--- src/rtl/mc_main_ctrl.sv ---
// Multi-cycle MIPS main control unit: Moore FSM sequencing fetch, decode and
// per-class execution, with a latched opcode and a one-cycle illegal-opcode flag.
module mc_main_ctrl (
    input  logic       clk,
    input  logic       rst_n,
    input  logic [5:0] opcode,
    output logic       pcWrite,
    output logic       pcWriteCond,
    output logic       iorD,
    output logic       memRead,
    output logic       memWrite,
    output logic       irWrite,
    output logic       memToReg,
    output logic       regDst,
    output logic       regWrite,
    output logic       aluSrcA,
    output logic [1:0] aluSrcB,
    output logic [1:0] aluOp,
    output logic [1:0] pcSource,
    output logic       instrDone,
    output logic       illegalOp,
    output logic [3:0] state
);

    typedef enum logic [3:0] {
        S_FETCH  = 4'd0,
        S_DECODE = 4'd1,
        S_MEMADR = 4'd2,
        S_MEMRD  = 4'd3,
        S_MEMWB  = 4'd4,
        S_MEMWR  = 4'd5,
        S_EXEC   = 4'd6,
        S_ALUWB  = 4'd7,
        S_BRANCH = 4'd8,
        S_JUMP   = 4'd9,
        S_IEXEC  = 4'd10,
        S_IWB    = 4'd11,
        S_RST    = 4'd15
    } state_t;

    localparam logic [5:0] OP_R    = 6'b000000;
    localparam logic [5:0] OP_LW   = 6'b100011;
    localparam logic [5:0] OP_SW   = 6'b101011;
    localparam logic [5:0] OP_BEQ  = 6'b000100;
    localparam logic [5:0] OP_J    = 6'b000010;
    localparam logic [5:0] OP_ADDI = 6'b001000;
    localparam logic [5:0] OP_ANDI = 6'b001100;

    state_t     cur;
    state_t     nxt;
    logic [5:0] opReg;

    function automatic logic is_legal(input logic [5:0] op);
        return (op == OP_R) || (op == OP_LW) || (op == OP_SW) || (op == OP_BEQ) ||
               (op == OP_J) || (op == OP_ADDI) || (op == OP_ANDI);
    endfunction

    // opReg and illegalOp are both captured only on the edge that leaves DECODE
    always_ff @(posedge clk or negedge rst_n) begin
        if (!rst_n) begin
            cur       <= S_RST;
            opReg     <= 6'd0;
            illegalOp <= 1'b0;
        end else begin
            cur       <= nxt;
            illegalOp <= (cur == S_DECODE) && !is_legal(opcode);
            if (cur == S_DECODE)
                opReg <= opcode;
        end
    end

    always_comb begin
        nxt         = S_FETCH;
        pcWrite     = 1'b0;
        pcWriteCond = 1'b0;
        iorD        = 1'b0;
        memRead     = 1'b0;
        memWrite    = 1'b0;
        irWrite     = 1'b0;
        memToReg    = 1'b0;
        regDst      = 1'b0;
        regWrite    = 1'b0;
        aluSrcA     = 1'b0;
        aluSrcB     = 2'b00;
        aluOp       = 2'b00;
        pcSource    = 2'b00;
        instrDone   = 1'b0;
        case (cur)
            S_RST: nxt = S_FETCH;
            S_FETCH: begin
                nxt     = S_DECODE;
                memRead = 1'b1;
                irWrite = 1'b1;
                aluSrcB = 2'b01;
                pcWrite = 1'b1;
            end
            // The live opcode is only trusted here; later states use opReg
            S_DECODE: begin
                aluSrcB = 2'b11;
                case (opcode)
                    OP_LW, OP_SW:     nxt = S_MEMADR;
                    OP_R:             nxt = S_EXEC;
                    OP_BEQ:           nxt = S_BRANCH;
                    OP_J:             nxt = S_JUMP;
                    OP_ADDI, OP_ANDI: nxt = S_IEXEC;
                    default:          nxt = S_FETCH;
                endcase
            end
            S_MEMADR: begin
                nxt     = (opReg == OP_LW) ? S_MEMRD : S_MEMWR;
                aluSrcA = 1'b1;
                aluSrcB = 2'b10;
            end
            S_MEMRD: begin
                nxt     = S_MEMWB;
                memRead = 1'b1;
                iorD    = 1'b1;
            end
            S_MEMWB: begin
                regWrite  = 1'b1;
                memToReg  = 1'b1;
                instrDone = 1'b1;
            end
            S_MEMWR: begin
                memWrite  = 1'b1;
                iorD      = 1'b1;
                instrDone = 1'b1;
            end
            S_EXEC: begin
                nxt     = S_ALUWB;
                aluSrcA = 1'b1;
                aluOp   = 2'b10;
            end
            S_ALUWB: begin
                regWrite  = 1'b1;
                regDst    = 1'b1;
                instrDone = 1'b1;
            end
            S_BRANCH: begin
                aluSrcA     = 1'b1;
                aluOp       = 2'b01;
                pcWriteCond = 1'b1;
                pcSource    = 2'b01;
                instrDone   = 1'b1;
            end
            S_JUMP: begin
                pcWrite   = 1'b1;
                pcSource  = 2'b10;
                instrDone = 1'b1;
            end
            S_IEXEC: begin
                nxt     = S_IWB;
                aluSrcA = 1'b1;
                aluSrcB = 2'b10;
                aluOp   = (opReg == OP_ANDI) ? 2'b11 : 2'b00;
            end
            S_IWB: begin
                regWrite  = 1'b1;
                instrDone = 1'b1;
            end
            default: nxt = S_FETCH;
        endcase
    end

    assign state = cur;

endmodule

--- config.mk ---
export PLATFORM = sky130hd
export DESIGN_NAME = mc_main_ctrl
export DESIGN_NICKNAME = d
export VERILOG_FILES = /design/src/rtl/mc_main_ctrl.sv
export SDC_FILE = /design/constraint.sdc
export NUM_CORES = 1
export LEC_CHECK = 0
export ABC_AREA = 1
export CAP_MARGIN = 10
export CORE_MARGIN = 5
export CORE_UTILIZATION = 42
export DETAILED_ROUTE_END_ITERATION = 8
export GPL_ROUTABILITY_DRIVEN = 0
export HOLD_SLACK_MARGIN = 0.15
export PLACE_DENSITY = 0.75
export SYNTH_ARGS = -nofsm -noshare
export SYNTH_HDL_FRONTEND = slang
export SYNTH_SLANG_ARGS = --single-unit
export TNS_END_PERCENT = 10
--- constraint.sdc ---
create_clock -name clk -period 1.23 [get_ports clk]
set_input_delay 0.1845 -clock clk [delete_from_list [all_inputs] [get_ports clk]]
set_output_delay 0.1845 -clock clk [all_outputs]
set_load 0.02 [all_outputs]
==> results of run 1 <==
## sequential cells by signal, summed over array words and instances, names as in the netlist
name,flops
illegalOp,1
state,4
opReg,6
## logic make-up (layout without fill, tap and decap cells)
group,count (synthesis),after routing,share of synthesized area [%]
DFF,11,11,37.4
buffers and inverters,20,83,11.5
and+or+nand+nor,76,76,45.7
AOI/OAI and AO/OA,8,8,5.34
## area by class of cell
class	count	area (µm²)	area share, %
Tap cell	25	31.3	2.24
Inverter	18	67.6	4.83
Multi-Input combinational cell	84	485	34.7
Timing Repair Buffer	61	507	36.2
Sequential cell	11	280	20.0
Clock buffer	3	22.5	1.61
Clock inverter	1	5.00	0.358
## how the worst max path moves through the flow
stage	start	to	slack [ns]	cells past startpoint
finish	state[0]$_DFF_PN1_	instrDone	-0.42	5
global route	state[1]$_DFF_PN1_	aluOp[0]	-0.49	5
CTS	state[1]$_DFF_PN1_	aluOp[1]	-0.45	5
detailed placement	state[1]$_DFF_PN1_	aluOp[0]	-0.60	5
global placement	state[3]$_DFF_PN1_	pcWrite	-0.57	6
floorplan	state[2]$_DFF_PN1_	regWrite	-0.17	4
## where the power goes
group / switching (mW) / internal, mW
clock network: 0.131 / 0.120
registers: 0.103 / 0.522
logic: 0.863 / 0.783
## placed cells by master (no fill, tap or decap), types with 3 or more instances in the layout
cell,count
buf_4,38
nor2_1,13
nor2_4,5
nand3_1,8
buf_2,7
nand4_1,3
nand3_2,3
nand2_4,5
inv_1,10
clkbuf_4,3
clkdlybuf4s50_1,7
nand2_1,28
o21ai_1,4
dfrtp_1,7
buf_6,5
nand2_2,6
dfstp_2,4
inv_2,8
## Yosys cell counts (all sizes together)
cell / instances / share of area [%]
nand3b: 1 / 1.0
a21oi: 2 / 1.3
nand3: 11 / 8.0
dfstp: 4 / 14
nor3: 2 / 1.3
nand2: 39 / 21
nor2: 20 / 12
inv: 18 / 9.0
o21ai: 6 / 4.0
nand4: 3 / 2.5
dfrtp: 7 / 23
buf: 2 / 2.5
## layer usage
metal / wire, µm / vias up
li1: - / 482
met1: 1090 / 467
met2: 1350 / 33
met3: 118 / 6
met4: 51 / 0
met5: 0 / -
## repair_timing
| action | CTS | global route |
|---|---|---|
| pin swaps | 11 | 5 |
| resized for setup | 114 | 7 |
| cloned | 0 | 0 |
| hold buffers | 0 | 0 |
| endpoints found under the setup margin | 33 | 31 |
| setup buffers | 3 | 1 |
## metrics by stage
stage | total power, mW | hold WS [ns] | utilization (%)
after global placement | 2.19 | 0.488 | 78.7
after global routing | 2.69 | 0.208 | 81.9
after floorplan | 1.38 | -0.111 | -
final | 2.52 | 0.204 | 81.9
after detailed placement | 2.24 | 0.499 | 78.7
after CTS | 2.49 | 0.198 | 80.2
==> qor.txt, run 1 <==
M3 GR Usage = 1.42%
CP max-delay cell = dfstp_2
Crit path arrival time = 1.46 ns
GRT Total Usage = 20.3%
Pre-antenna DRT Iters = 4
share of layout cells above drive strength 1 = 52.8%
Final period util = 134%
CTS tree = yes
routed wire length = 2610 µm
Cell Rows = 15
post-synthesis sequential area ratio = 37.4%
cells along the critical path = buf_12, nor2_4, buf_4, a21oi_1, buf_4
Initial Utilization = 43.9%
Placed Cells = 195
CTS buffer count = 3
die height = 52.2 µm
Final Cell Area = 1400 µm²
GRT overflow = 0
Worst Reg-to-Reg Cells = 7
Post-DRT Antenna Nets = 0
Slew Limit Headroom = 78.2%
Yosys warnings = 0
first-pass GRT wire length = 4110 µm
Hold Crit Class = primary input to async pin
post-DR wirelength/cell = 12.9 µm
placed cell area = 1340 µm²
DR vias = 988
crit path max fanout = 7
final hold vios = 0
clock sink count = 11
Max VDD drop = 1.39 mV
Synth Net Count = 123
Final Max Tran Viols = 0
Seq cells post-synth = 11
R2R setup slack = -0.14 ns
HPWL Detailed = 2020 µm
failing checks = negative setup slack
LEAKAGE = 0.781 nW
Top delay family on crit path = flip-flops
vias in the first global route = 973
Crit Reg-Reg Endpoint = state[1]$_DFF_PN1_
Die Footprint = 2730 µm²
Setup WS pre-CTS = -0.597 ns
crit path time final = 1.65 ns
setup TNS = -6.35 ns
routed vias/inst = 4.87
CORE AREA = 1710 µm²
worst stage delay on the critical path = 0.62 ns
Synth Instances = 115
pwr dens = 1800 nW/µm²
Fillers = 114
met2 GRT Util = 39.1%
setup slack after layout = -0.418 ns
Bufs and invs on worst path = 3
final cell count without fillers = 203
Worst-Margin Slew = 0.326 ns
average instance area after synthesis = 6.52 µm²
initial antenna violation count = 0
Antenna diodes = 0
port bufs = 29
global route hottest layer = met2
root buf cell = clkbuf_4
Die Span X = 52.2 µm
reg2reg start = state[1]$_DFF_PN1_
Nets = 187
CP most frequent cell = buf_4
Final setup violation count = 28
unrepaired setup endpoints after global routing = yes
Worst-Skew Late Latency = 0.27 ns
# DRC = 0
Max Cap Viol = 0
First DRT Iteration DRCs = 22
clock-pin slew on the worst setup and hold paths = 0.08 ns
run status = finished with violations
Netlist cell types = 18
data required time of the worst path = 1.05 ns
Area Growth Syn to Fin = 86.6%
largest net degree at the start of global routing = 12
deepest clock path buffer count = 2
IO Count = 30
type of element capturing the critical path = output pin
CP startpoint kind = flop
WS Path Type = flop to output pin
fmax = 607 MHz
met1 Use GR = 21.4%
clk_skew = 0.00440 ns
Netlist Area Pre-Place = 749 µm²
H-Tree Depth = 1
Power figures use the tool's default switching activity.
==> run 2, diff against run 1 <==
Settings changed: SETUP_SLACK_MARGIN set to 0.4, SKIP_CTS_REPAIR_TIMING set to 1.
==> qor.txt, run 2 (synthesis results as in run 1) <==
run status = finished with violations
failing checks = negative setup slack
IO Count = 30
most common cell after layout, fill and taps aside = buf_4
worst stage delay on the critical path = 0.56 ns
Final Cell Area = 1370 µm²
clock sink count = 11
data required time of the worst path = 1.05 ns
DR vias = 920
reg2reg start = state[0]$_DFF_PN1_
Max Cap Viol = 0
crit path time final = 1.67 ns
first-pass GRT wire length = 3700 µm
CTS tree = yes
Final period util = 136%
Crit path arrival time = 1.49 ns
total power draw = 2.43 mW
share of layout cells above drive strength 1 = 53.1%
WS Path Type = flop to output pin
die height = 52.2 µm
Crit Reg-Reg Endpoint = opReg[4]$_DFFE_PN0P_
final cell count without fillers = 200
Multi-input gate area = 472 µm²
Fillers = 121
GRT Total Usage = 18.1%
initial antenna violation count = 0
Die Span X = 52.2 µm
Post-DRT Antenna Nets = 0
max reg flops = 6
CORE AREA = 1710 µm²
Placed Cells = 192
Final setup violation count = 27
Worst-Margin Slew = 0.501 ns
# DRC = 0
clock-pin slew on the worst setup and hold paths = 0.08 ns
Pre-antenna DRT Iters = 4
CP max-delay cell = dfstp_2
unrepaired setup endpoints after global routing = yes
Final Util = 80.4%
placed cell area = 1300 µm²
Max VDD drop = 1.31 mV
Worst Reg-to-Reg Cells = 7
routed wire length = 2390 µm
LEAKAGE = 0.760 nW
type of element capturing the critical path = output pin
root buf cell = clkbuf_4
Antenna diodes = 0
Slew Limit Headroom = 66.5%
HPWL Detailed = 1910 µm
post-DR wirelength/cell = 12.0 µm
Cell Rows = 15
sequential cell area = 280 µm²
Hold Crit Class = primary input to async pin
pwr dens = 1770 nW/µm²
fmax = 598 MHz
Initial Utilization = 43.9%
setup slack after layout = -0.443 ns
H-Tree Depth = 1
final hold vios = 0
CTS buffer count = 3
port bufs = 29
vias in the first global route = 854
crit path max fanout = 7
Die Footprint = 2730 µm²
Final Max Tran Viols = 0
First DRT Iteration DRCs = 7
GRT overflow = 0
clk_skew = 0.00607 ns
Area Growth Syn to Fin = 83.1%
Top reg by flops = opReg
deepest clock path buffer count = 2
cells along the critical path = inv_2, nor2_4, nand4_1, nand2_2, buf_6
largest net degree at the start of global routing = 12
most frequent cells in the layout = 30 x buf_4, 24 x nand2_1, 15 x nor2_1
routed vias/inst = 4.60
Nets = 184
Worst-Skew Late Latency = 0.27 ns
R2R setup slack = -0.16 ns
CP startpoint kind = flop
run 2: changes by cell type in the layout (fill, tap and decap cells not counted), sizes merged:
cell	delta
dlygate4sd2	-1
clkdlybuf4s15	-1
clkbuf	+2
buf	-3
run 2: metal layers:
layer	routed length, µm	global-route usage (%)	vias to the layer above
li1	-	-	479
met1	998	21.2	413
met2	1280	34.5	26
met3	95	0.855	2
met4	22	6.38	0
met5	0	0	-
run 2: worst max-delay path by stage:
stage,start,endpoint,cells after the start
floorplan,state[2]$_DFF_PN1_,regWrite,4
global placement,state[1]$_DFF_PN1_,aluOp[0],5
CTS,state[1]$_DFF_PN1_,aluSrcA,5
global route,state[1]$_DFF_PN1_,aluOp[0],5
finish,state[1]$_DFF_PN1_,aluOp[0],5
detailed placement,state[1]$_DFF_PN1_,aluOp[0],5
run 2: worst max-delay path, delay by kind of cell, from the launching register on:
kind                   cells  cell delay [ns]
AND/OR/NAND/NOR            3             0.49
buffers and inverters      2             0.16
flip-flops                 1             0.56
run 2: power by group:
part           leakage [nW]  switching [mW]  internal [mW]  total [mW]
sequential            0.127           0.115          0.522       0.638
combinational         0.616           0.815          0.728        1.54
clock                0.0177           0.129          0.120       0.249
total                 0.760            1.06           1.37        2.43
run 2: cell type report:
type                    instances  share of cell area, %
clock buffers                   3                   1.64
clock inverters                 1                  0.365
inverters                      18                   4.92
multi-input cells              84                   34.4
flip-flops and latches         11                   20.4
well taps                      25                   2.28
repair buffers                 58                   36.0
run 2: stage by stage:
stage / setup slack [ns] / hold slack [ns] / TNS [ns]
2_1_floorplan: -0.170 / -0.111 / -1.73
3_3_place_gp: -0.579 / 0.534 / -9.32
3_5_place_dp: -0.624 / 0.551 / -10.37
4_1_cts: -0.922 / 0.256 / -16.84
5_1_grt: -0.505 / 0.289 / -8.71
6_report: -0.443 / 0.246 / -6.82
